### src/rtl/f1_delay.sv
// f1_delay: random-delay timer fed by the start-lights LFSR.
// Idle: LFSR free-runs. On trigger: freeze LFSR, capture D (0 -> 1),
// count D * UNIT_TICKS tick strobes, then pulse time_out for one cycle.
//
// Ports:
//   clk        system clock, rising edge
//   rst_n      asynchronous active-low reset
//   tick       one-cycle timebase strobe
//   trigger    one-cycle start request (honoured only in IDLE)
//   abort      synchronous cancel back to IDLE, never produces time_out
//   lfsr_data  current LFSR value
//   lfsr_en    LFSR enable, high only in IDLE
//   busy       high while counting and during the DONE cycle
//   time_out   one-cycle pulse when the delay expires
//   delay_val  last captured delay D
module f1_delay #(
    parameter int unsigned WIDTH      = 4,
    parameter int unsigned UNIT_TICKS = 1
) (
    input  logic             clk,
    input  logic             rst_n,
    input  logic             tick,
    input  logic             trigger,
    input  logic             abort,
    input  logic [WIDTH-1:0] lfsr_data,
    output logic             lfsr_en,
    output logic             busy,
    output logic             time_out,
    output logic [WIDTH-1:0] delay_val
);

    localparam int unsigned PW = (UNIT_TICKS > 1) ? $clog2(UNIT_TICKS) : 1;

    typedef enum logic [1:0] {
        IDLE  = 2'd0,
        COUNT = 2'd1,
        DONE  = 2'd2
    } state_t;

    state_t           state;
    state_t           state_next;
    logic [WIDTH-1:0] remain;
    logic [PW-1:0]    presc;
    logic [WIDTH-1:0] d_load;
    logic             unit_end;
    logic             unit_done;

    // Zero is never loaded: it would mean an immediate (or wrapping) delay.
    assign d_load    = (lfsr_data == '0) ? WIDTH'(1) : lfsr_data;
    assign unit_end  = (presc == PW'(UNIT_TICKS - 1));
    assign unit_done = tick && unit_end;

    // State register.
    always_ff @(posedge clk or negedge rst_n) begin
        if (!rst_n) begin
            state <= IDLE;
        end else begin
            state <= state_next;
        end
    end

    // Next-state logic; abort overrides every transition.
    always_comb begin
        state_next = state;
        case (state)
            IDLE: begin
                if (trigger) begin
                    state_next = COUNT;
                end
            end
            COUNT: begin
                if (unit_done && (remain == WIDTH'(1))) begin
                    state_next = DONE;
                end
            end
            DONE: begin
                state_next = IDLE;
            end
            default: begin
                state_next = IDLE;
            end
        endcase
        if (abort) begin
            state_next = IDLE;
        end
    end

    // Outputs decoded from the state register only.
    always_comb begin
        lfsr_en  = 1'b0;
        busy     = 1'b0;
        time_out = 1'b0;
        case (state)
            IDLE: begin
                lfsr_en = 1'b1;
            end
            COUNT: begin
                busy = 1'b1;
            end
            DONE: begin
                busy     = 1'b1;
                time_out = 1'b1;
            end
            default: begin
                lfsr_en = 1'b1;
            end
        endcase
    end

    // Delay capture, prescaler and remaining-unit counter.
    always_ff @(posedge clk or negedge rst_n) begin
        if (!rst_n) begin
            remain    <= '0;
            presc     <= '0;
            delay_val <= '0;
        end else if (abort) begin
            remain <= '0;
            presc  <= '0;
        end else if ((state == IDLE) && trigger) begin
            delay_val <= d_load;
            remain    <= d_load;
            presc     <= '0;
        end else if ((state == COUNT) && tick) begin
            if (unit_end) begin
                presc  <= '0;
                remain <= remain - WIDTH'(1);
            end else begin
                presc <= presc + PW'(1);
            end
        end
    end

endmodule
### config.mk
export PLATFORM = sky130hd
export DESIGN_NAME = f1_delay
export DESIGN_NICKNAME = d
export VERILOG_FILES = /design/src/rtl/f1_delay.sv
export SDC_FILE = /design/constraint.sdc
export NUM_CORES = 1
export LEC_CHECK = 0
export BUFFER_PORTS_ARGS = -buffer_cell sky130_fd_sc_hd__buf_2
export CAP_MARGIN = 15
export CORE_MARGIN = 3
export CORE_UTILIZATION = 45
export CTS_BUF_LIST = sky130_fd_sc_hd__clkbuf_2 sky130_fd_sc_hd__clkbuf_4 sky130_fd_sc_hd__clkbuf_8
export CTS_CLUSTER_SIZE = 10
export DETAILED_ROUTE_END_ITERATION = 6
export HOLD_SLACK_MARGIN = 0.08
export PLACE_DENSITY = 0.66
export SYNTH_ARGS = -nofsm -noshare
export SYNTH_HDL_FRONTEND = slang
export SYNTH_SLANG_ARGS = --single-unit
export TNS_END_PERCENT = 100
### constraint.sdc
create_clock -name clk -period 3 [get_ports clk]
set_input_delay 0.6 -clock clk [delete_from_list [all_inputs] [get_ports clk]]
set_output_delay 0.6 -clock clk [all_outputs]
set_load 0.05 [all_outputs]
==> reports/summary.txt, run 1 <==
ROUTING
------------------------------------------------------------------------------------
Sum of routed wire length over all layers                                    1.21 mm
Via total after detailed routing                                                 500
Vias per std cell                                                               5.26
Drt pass-1 iters                                                                   5
Starting DRC count in detailed routing                                             7
Mean routed wirelength per cell                                              12.7 um
Remaining DRCs                                                                     0
Number of antenna-violating nets in the routed design                              0

SYNTH
------------------------------------------------------------------------------------
Seq/Total Area, Yosys                                                          0.412
Mean instance size in the synthesized netlist                               9.65 um2
Netlist cell types                                                                24
Syn Std Cell Area                                                            608 um2
EDFF count, synth                                                                  0
Dominant register cell in the synthesized netlist                            dfrtp_1
Total nets after synthesis                                                        77
Number of instances in the synthesized netlist                                    63
Proportion of synthesized flip-flops having asynchronous set or reset           1.00
Number of warning messages in the yosys log                                        0
Register bit count reported by yosys                                              10

LAYOUT
------------------------------------------------------------------------------------
Area used by multi-input combinational logic                                 309 um2
Antenna cell count                                                                 0
Syn-to-layout area delta                                                       19.3%
Post-layout net count                                                             96
Fraction of final layout cells sized beyond drive strength 1                   0.321
Most common cell after layout, fill and taps aside                             buf_2
Number of filler instances in the final layout                                   101
Commonest cells after routing, fill and taps aside                      15 x buf_2, 10 x inv_1, 10 x dfrtp_1
Sequential cell area in the final layout                                     250 um2

SETUP PATH
------------------------------------------------------------------------------------
Maximum cell stage delay along the critical path                             0.38 ns
Largest fanout of any net on the critical path                                     3
Arrival time reported for the critical path endpoint                         1.28 ns
CP most frequent cell                                                          inv_1
Capturing element type of the critical path                              output port
Startpoint type of the worst setup path                                    flip-flop
Critical path data required time                                             2.40 ns
Cell family with most CP delay                                          buffers and inverters
Slowest cell on crit path                                                    dfrtp_1
Combined buffer and inverter count along the critical path                         3
Sequence of cells on the critical path                                  inv_1, ha_1, inv_1, buf_2
Critical path start-end classification                                  flip-flop to output port

CLOCK NETWORK
------------------------------------------------------------------------------------
Hold buffer count at cts                                                           0
Worst-path clk slew                                                          0.07 ns
# Post-CTS Setup Buffers                                                           0
Number of sinks on the clock net                                                  10
CTS tree                                                                       built
Clk_lat worst skew                                                           0.26 ns
H-tree level count                                                                 1
Root buffer cell                                                            clkbuf_4
Buffer depth of the longest clock path                                             2
Number of gates resized after cts                                                  0
Clock buffer count from CTS                                                        3

PLACED DESIGN
------------------------------------------------------------------------------------
Number of buffers added on ports                                                  15
RePlAce Congestion                                                             0.753
HPWL Detailed                                                                 964 um

FLOORPLANNING
------------------------------------------------------------------------------------
Horizontal die dimension                                                     42.8 um
Row cnt                                                                           12
Core area                                                                   1190 um2
Count of boundary I/O pins                                                        16
Initial Util                                                                   0.513
Die Footprint                                                               1830 um2
Chip height                                                                  42.8 um

STA
------------------------------------------------------------------------------------
Setup repair after global routing missed its margin                            false
Maximum frequency from static timing analysis                                531 MHz
Sum Neg Setup Slack                                                             0 ns
Hold WS                                                                     0.179 ns
Number of slew-limit violations in the final report                                0
Worst relative slew slack                                                      0.780
Tcrit/Tclk final                                                               0.628
Final count of hold timing violations                                              0
Setup clock skew after layout                                             0.00410 ns
Final setup violation count                                                        0
Tmin final                                                                   1.88 ns
Transition time at the pin with the least slew margin                       0.329 ns

PWR
------------------------------------------------------------------------------------
Leakage power of the design                                              0.000365 uW
Post-layout total power                                                       683 uW
Maximum resistive drop on vdd                                               0.650 mV
Ratio of total power to cell area                                         941 nW/um2

GLOBAL ROUTE
------------------------------------------------------------------------------------
Antenna violations before repair                                                   0
Global-route wire length before repair                                       1.94 mm
Total track usage                                                              0.142
Via count of the first global-routing pass                                       441
Pin count of the biggest net entering global routing                              11
Gr ovfl total                                                                      0

STATUS
------------------------------------------------------------------------------------
Outcome                                                                 finished, final reports clean

JOB
------------------------------------------------------------------------------------
Max cap viols                                                                      0

WORST HOLD PATH
------------------------------------------------------------------------------------
Worst hold path type                                                    input pin to async pin

sequential cells by signal, indices dropped and copies added, names as in the netlist:
register / cells
state: 2
delay_val: 4
remain: 4
routing by layer:
layer / vias up / track usage / wire (um)
met5: - / 0 / 0
met4: 0 / 0.0745 / 10
met3: 2 / 0.0466 / 92
met2: 15 / 0.192 / 489
met1: 222 / 0.197 / 618
li1: 261 / - / -
path summary, 6_finish.rpt:
kind,from,endpoint,slack [ns],depth (start not counted)
max,state[0],lfsr_en,1.12,4
min,rst_n,delay_val[2],0.18,1
max reg2reg,state[0],delay_val[2],1.45,4
min reg2reg,delay_val[1],delay_val[1],0.52,1
max in group asynchronous,rst_n,delay_val[3],2.63,1
min in group clk,delay_val[1],delay_val[1],0.52,1
synthesized netlist by cell type (2+ instances only):
library cell | instances | share of area
a22oi_1 | 2 | 0.025
nand2_1 | 2 | 0.012
o22ai_1 | 2 | 0.021
nand3_1 | 3 | 0.025
a21oi_1 | 3 | 0.025
mux2_4 | 2 | 0.049
nor3_1 | 2 | 0.016
nor2_1 | 5 | 0.031
o21ai_0 | 5 | 0.041
dfrtp_1 | 10 | 0.41
inv_1 | 10 | 0.062
ha_1 | 5 | 0.10
layout make-up:
class,count,share of cell area
Multi-Input combinational cell,42,0.426
Sequential cell,10,0.345
Timing Repair Buffer,15,0.103
Inverter,10,0.0517
Clock buffer,4,0.0500
Tap cell,14,0.0241
cells by family after synthesis:
kind of cell	after synthesis	synth area share
buffers and inverters	11	0.0803
and+or+nand+nor	18	0.173
AOI/OAI and AO/OA	17	0.183
DFF	10	0.412
adders and majority gates	5	0.103
muxes	2	0.0494
metrics by stage:
step / util / std cells / setup slack, ns / area, um2
after floorplan: - / 63 / 1.11 / 608
after global placement: 0.581 / 91 / 1.41 / 689
after detailed placement: 0.581 / 91 / 1.40 / 689
after CTS: 0.612 / 95 / 1.10 / 726
after global routing: 0.612 / 95 / 1.05 / 726
final: 0.612 / 95 / 1.12 / 726
power by group:
part           total (uW)  leakage (uW)  switching, uW  internal, uW
logic                 350      0.000218            244           107
registers             212      0.000126           33.2           179
clock network         121     0.0000210           47.2          73.6
Power figures use the tool's default switching activity.
==> run 2: changes to the inputs <==
Clock period 3 ns to 1.9 ns, I/O delays scaled along.
==> run 2 against run 1 <==
Critical path depth stayed put. Design area is 1.4% higher. Largest power group unchanged. Clock skew is 0.00098 ns lower. Clock power is 62% higher. Critical path type unchanged. Via count is 4.4% higher. Die area stayed put. Combinational power is 59% higher. Setup slack worse by 0.89 ns. Total power is 59% higher. Core utilization is 0.84 points higher. Final cell count is 1.1% higher.
==> reports/summary.txt, run 2 (same netlist as run 1, synthesis figures left out) <==
SETUP PATH
---------------------------------------------------------------------------
Largest fanout of any net on the critical path                            3   unchanged
Register-to-register path setup slack                               0.35 ns   -1.10 ns
Critical path start-end classification                         flip-flop to output port
Worst flop-to-flop path startpoint                                 state[0]
Worst reg-to-reg path cell count                                          4   unchanged
Capturing element type of the critical path                     output port
Timing startpoint of the critical path                             state[0]
Startpoint type of the worst setup path                           flip-flop
Critical path data required time                                    1.52 ns   -0.88 ns
Arrival time reported for the critical path endpoint                1.29 ns   about the same

GLOBAL ROUTE
---------------------------------------------------------------------------
Antenna violations before repair                                          0   unchanged
Gr ovfl total                                                             0   unchanged
Via count of the first global-routing pass                              487   +10%
Pin count of the biggest net entering global routing                     11   unchanged
Total track usage                                                     0.149   +0.00723
Global-route wire length before repair                              2.06 mm   +6.4%

FLOORPLANNING
---------------------------------------------------------------------------
Core area                                                          1190 um2   unchanged
Row cnt                                                                  12   unchanged
Horizontal die dimension                                            42.8 um   unchanged
Chip height                                                         42.8 um   unchanged
Initial Util                                                          0.513   unchanged
Die Footprint                                                      1830 um2   unchanged
Count of boundary I/O pins                                               16   unchanged

CLOCK NETWORK
---------------------------------------------------------------------------
# Post-CTS Setup Buffers                                                  0   unchanged
Buffer depth of the longest clock path                                    2   unchanged
Clock buffer count from CTS                                               3   unchanged
Worst-path clk slew                                                 0.07 ns   about the same
Clk_lat worst skew                                                  0.27 ns   about the same
Hold buffer count at cts                                                  1   +1
Number of gates resized after cts                                         0   unchanged
H-tree level count                                                        1   unchanged
CTS tree                                                              built
Number of sinks on the clock net                                         10   unchanged
Root buffer cell                                                   clkbuf_4

WORST HOLD PATH
---------------------------------------------------------------------------
Worst hold path type                                           input pin to flip-flop
Worst hold path startpoint                                            abort
Hold depth                                                                2

LAYOUT
---------------------------------------------------------------------------
Largest registers                                              delay_val (4), remain (4), state (2)
Antenna cell count                                                        0   unchanged
Post-layout net count                                                    97   +1.0%
Number of filler instances in the final layout                          110   +8.9%
Syn-to-layout area delta                                              21.0%
Commonest cells after routing, fill and taps aside             15 x buf_2, 10 x inv_1, 10 x dfrtp_1
Fraction of final layout cells sized beyond drive strength 1          0.317   -0.00391
Most common cell after layout, fill and taps aside                    buf_2

STA
---------------------------------------------------------------------------
Maximum frequency from static timing analysis                       598 MHz
Sum Neg Setup Slack                                                    0 ns   unchanged
Tcrit/Tclk final                                                      0.880
Final setup violation count                                               0   unchanged
Number of slew-limit violations in the final report                       0   unchanged
Setup clock skew after layout                                    0.00313 ns   -0.000976 ns
Transition time at the pin with the least slew margin              0.291 ns   -0.0384 ns
Setup repair after global routing missed its margin                   false
Tmin final                                                          1.67 ns
Worst relative slew slack                                             0.803   +0.0231
Final count of hold timing violations                                     0   unchanged

JOB
---------------------------------------------------------------------------
Max cap viols                                                             0   unchanged

PWR
---------------------------------------------------------------------------
Leakage power of the design                                     0.000369 uW   +1.1%
Ratio of total power to cell area                               1470 nW/um2   +57%
Maximum resistive drop on vdd                                      0.792 mV   +22%
Post-layout total power                                             1080 uW   +59%

ROUTING
---------------------------------------------------------------------------
Remaining DRCs                                                            0   unchanged
Starting DRC count in detailed routing                                   17   +10
Mean routed wirelength per cell                                     13.1 um   +2.4%
Sum of routed wire length over all layers                           1.25 mm   +3.5%
Number of antenna-violating nets in the routed design                     0   unchanged
Via total after detailed routing                                        522   +4.4%
Vias per std cell                                                      5.44   +3.3%
Drt pass-1 iters                                                          4   -1

PLACED DESIGN
---------------------------------------------------------------------------
HPWL Detailed                                                        965 um   about the same
RePlAce Congestion                                                    0.758   +0.65%
Number of buffers added on ports                                         15   unchanged

STATUS
---------------------------------------------------------------------------
Outcome                                                        finished, final reports clean

## run 2: cell count changes in the layout (fill, tap and decap cells not counted), sizes merged
| cell | delta |
|---|---|
| dlygate4sd3 | +1 |
## run 2: layout make-up
cell class | instances | area [um2] | share of cell area
clock buffer | 4 | 36.3 | 0.0493
inverter | 10 | 37.5 | 0.0510
multi-input combinational | 42 | 309 | 0.420
sequential | 10 | 250 | 0.340
tap | 14 | 17.5 | 0.0238
timing repair buffer | 16 | 85.1 | 0.116
## run 2: path summary, 6_finish.rpt
check | endpoint
max | lfsr_en
min | state[1]
max reg2reg | delay_val[2]
min reg2reg | delay_val[2]
max in group asynchronous | delay_val[1]
min in group asynchronous | remain[3]
## run 2: power by group
part	internal [uW]	switching [uW]
Combinational	170	386
Clock	116	79.4
Sequential	282	50.7
Total	568	516
## run 2: metal layers
metal / part of all wire / vias up / GRT usage
li1: - / 261 / -
met4: 0.0072 / 0 / 0.0373
met5: 0 / - / 0
met1: 0.52 / 246 / 0.208
met3: 0.049 / 2 / 0.0551
met2: 0.43 / 13 / 0.216
## run 2: per-stage QoR
stage | worst slack [ns] | util | instances | hold slack (ns) | area [um2]
floorplan | 0.235 | - | 63 | 0.0844 | 608
global route | 0.160 | 0.620 | 96 | 0.364 | 736
global placement | 0.391 | 0.581 | 91 | 0.251 | 689
CTS | 0.219 | 0.620 | 96 | 0.345 | 736
detailed placement | 0.366 | 0.581 | 91 | 0.257 | 689
finish | 0.228 | 0.620 | 96 | 0.347 | 736
## run 2: critical path, stage by stage, from the launching register on
cell and delay, ns:
dfrtp_1 0.35, inv_1 0.07, ha_1 0.30, inv_1 0.05, buf_2 0.25
==> run 3: changes to the inputs <==
Settings changed: PLACE_DENSITY 0.66 to 0.78.
==> run 3 against run 2 <==
Global-route usage fell by 0.59 points. Highest routed layer unchanged. Largest cell class unchanged. Clock-buffer cell count stayed put. Largest power group unchanged. Critical endpoint unchanged. Non-clock buffer count is the same. Register-to-register slack about the same. Die area is the same. Clock power shrank 4%.
==> reports/summary.txt, run 3 (same netlist as run 1, synthesis figures left out) <==
STATUS
---------------------------------------------------------------------------
Outcome                                                        finished, final reports clean

ROUTING
---------------------------------------------------------------------------
Mean routed wirelength per cell                                     13.0 um   -0.48%
Number of antenna-violating nets in the routed design                     0   unchanged
Vias per std cell                                                      5.63   +3.4%
Sum of routed wire length over all layers                           1.25 mm   -0.48%
Starting DRC count in detailed routing                                   13   -4
Via total after detailed routing                                        540   +3.4%
Drt pass-1 iters                                                          4   unchanged
Remaining DRCs                                                            0   unchanged

CLOCK NETWORK
---------------------------------------------------------------------------
Worst-path clk slew                                                 0.07 ns   about the same
Number of gates resized after cts                                         0   unchanged
Buffer depth of the longest clock path                                    2   unchanged
H-tree level count                                                        1   unchanged
Clk_lat worst skew                                                  0.26 ns   about the same
Root buffer cell                                                   clkbuf_4
Number of sinks on the clock net                                         10   unchanged
Clock buffer count from CTS                                               3   unchanged
CTS tree                                                              built

SETUP PATH
---------------------------------------------------------------------------
Largest fanout of any net on the critical path                            3   unchanged
Capturing element type of the critical path                     output port
Worst flop-to-flop path startpoint                                 state[0]
Terminus of the critical flop-to-flop path                     delay_val[2]
Worst reg-to-reg path cell count                                          4   unchanged
Critical path data required time                                    1.52 ns   about the same
Critical path start-end classification                         flip-flop to output port
Arrival time reported for the critical path endpoint                1.31 ns   +0.02 ns
Register-to-register path setup slack                               0.34 ns   about the same
Startpoint type of the worst setup path                           flip-flop

WORST HOLD PATH
---------------------------------------------------------------------------
Hold EP                                                            state[1]
Worst hold path startpoint                                            abort
Hold depth                                                                2   unchanged
Worst hold path type                                           input pin to flip-flop

STA
---------------------------------------------------------------------------
Transition time at the pin with the least slew margin              0.314 ns   +0.0228 ns
Final setup margin                                                 0.214 ns   -0.0145 ns
Number of slew-limit violations in the final report                       0   unchanged
Final count of hold timing violations                                     0   unchanged
Final setup violation count                                               0   unchanged
Sum Neg Setup Slack                                                    0 ns   unchanged
Setup repair after global routing missed its margin                   false
Maximum frequency from static timing analysis                       593 MHz   -0.86%
Worst relative slew slack                                             0.791   -0.0127
Tcrit/Tclk final                                                      0.887   +0.00763
Tmin final                                                          1.69 ns   +0.0145 ns
Setup clock skew after layout                                    0.00151 ns   -0.00162 ns

PLACED DESIGN
---------------------------------------------------------------------------
RePlAce Congestion                                                    0.788   +3.9%
Setup Slack @ Placement                                            0.371 ns   +0.00466 ns
HPWL Detailed                                                        983 um   +1.9%
Number of buffers added on ports                                         15   unchanged
Post-detailed-placement cell area                                   689 um2   unchanged

LAYOUT
---------------------------------------------------------------------------
Sequential cell area in the final layout                            250 um2   unchanged
Antenna cell count                                                        0   unchanged
Syn-to-layout area delta                                              21.0%   unchanged
Final core utilization                                                0.620   unchanged
Commonest cells after routing, fill and taps aside             15 x buf_2, 10 x inv_1, 10 x dfrtp_1
Number of filler instances in the final layout                          103   -6.4%
Area of all placed cells without fillers                            736 um2   unchanged
Largest registers                                              delay_val (4), remain (4), state (2)
Area used by multi-input combinational logic                        309 um2   unchanged
Post-layout net count                                                    97   unchanged
Fraction of final layout cells sized beyond drive strength 1          0.317   unchanged
Most common cell after layout, fill and taps aside                    buf_2

GLOBAL ROUTE
---------------------------------------------------------------------------
Antenna violations before repair                                          0   unchanged
Total track usage                                                     0.143   -0.00586
Pin count of the biggest net entering global routing                     11   unchanged
Via count of the first global-routing pass                              477   -2.1%
Global-route wire length before repair                              2.04 mm   -1.4%
Gr ovfl total                                                             0   unchanged

PWR
---------------------------------------------------------------------------
Maximum resistive drop on vdd                                      0.839 mV   +5.8%
Ratio of total power to cell area                               1470 nW/um2   about the same
Leakage power of the design                                     0.000369 uW   unchanged

FLOORPLANNING
---------------------------------------------------------------------------
Core area                                                          1190 um2   unchanged
Chip height                                                         42.8 um   unchanged
Horizontal die dimension                                            42.8 um   unchanged
Count of boundary I/O pins                                               16   unchanged
Initial Util                                                          0.513   unchanged
Die Footprint                                                      1830 um2   unchanged
Row cnt                                                                  12   unchanged

JOB
---------------------------------------------------------------------------
Max cap viols                                                             0   unchanged

run 3: cell counts in the layout (fill, tap and decap cells not counted):
No cell type changed its count.
run 3: per-layer routing:
layer / global-route usage / part of all wire
met4: 0.0559 / 0.011
met2: 0.216 / 0.49
met1: 0.201 / 0.47
met5: 0 / 0
met3: 0.0254 / 0.035
run 3: worst max path at each step:
stage / endpoint / from / cells after the start / slack, ns
5_1_grt: lfsr_en / state[0] / 4 / 0.15
2_1_floorplan: lfsr_en / state[0] / 3 / 0.23
3_5_place_dp: delay_val[2] / state[0] / 4 / 0.37
6_report: lfsr_en / state[0] / 4 / 0.21
4_1_cts: lfsr_en / state[0] / 4 / 0.21
3_3_place_gp: delay_val[1] / state[0] / 4 / 0.41
run 3: critical path, stage by stage, from the launching register on:
cell	delay, ns
dfrtp_1	0.38
inv_1	0.10
ha_1	0.26
inv_1	0.06
buf_2	0.25
run 3: power by group:
part	leakage [uW]	total, uW	switching, uW	internal, uW
Combinational	0.000222	562	393	170
Sequential	0.000126	333	50.8	282
Clock	0.0000210	188	72.0	116
run 3: layout make-up:
cell class,count,share of cell area
repair buffers,16,0.116
clock buffers,4,0.0493
well taps,14,0.0238
multi-input cells,42,0.420
flip-flops and latches,10,0.340
inverters,10,0.0510
run 3: through the flow:
stage,hold slack (ns),instances,total power [uW]
finish,0.349,96,1080
global route,0.375,96,1160
CTS,0.351,96,1090
detailed placement,0.248,91,897
global placement,0.248,91,882
floorplan,0.0844,63,778
run 3: timing repair:
item                                   in CTS  in global routing
hold buffers                                1                  0
buffers inserted                            0                  0
setup endpoints to repair                   0                  0
endpoints found under the hold margin      10                  0
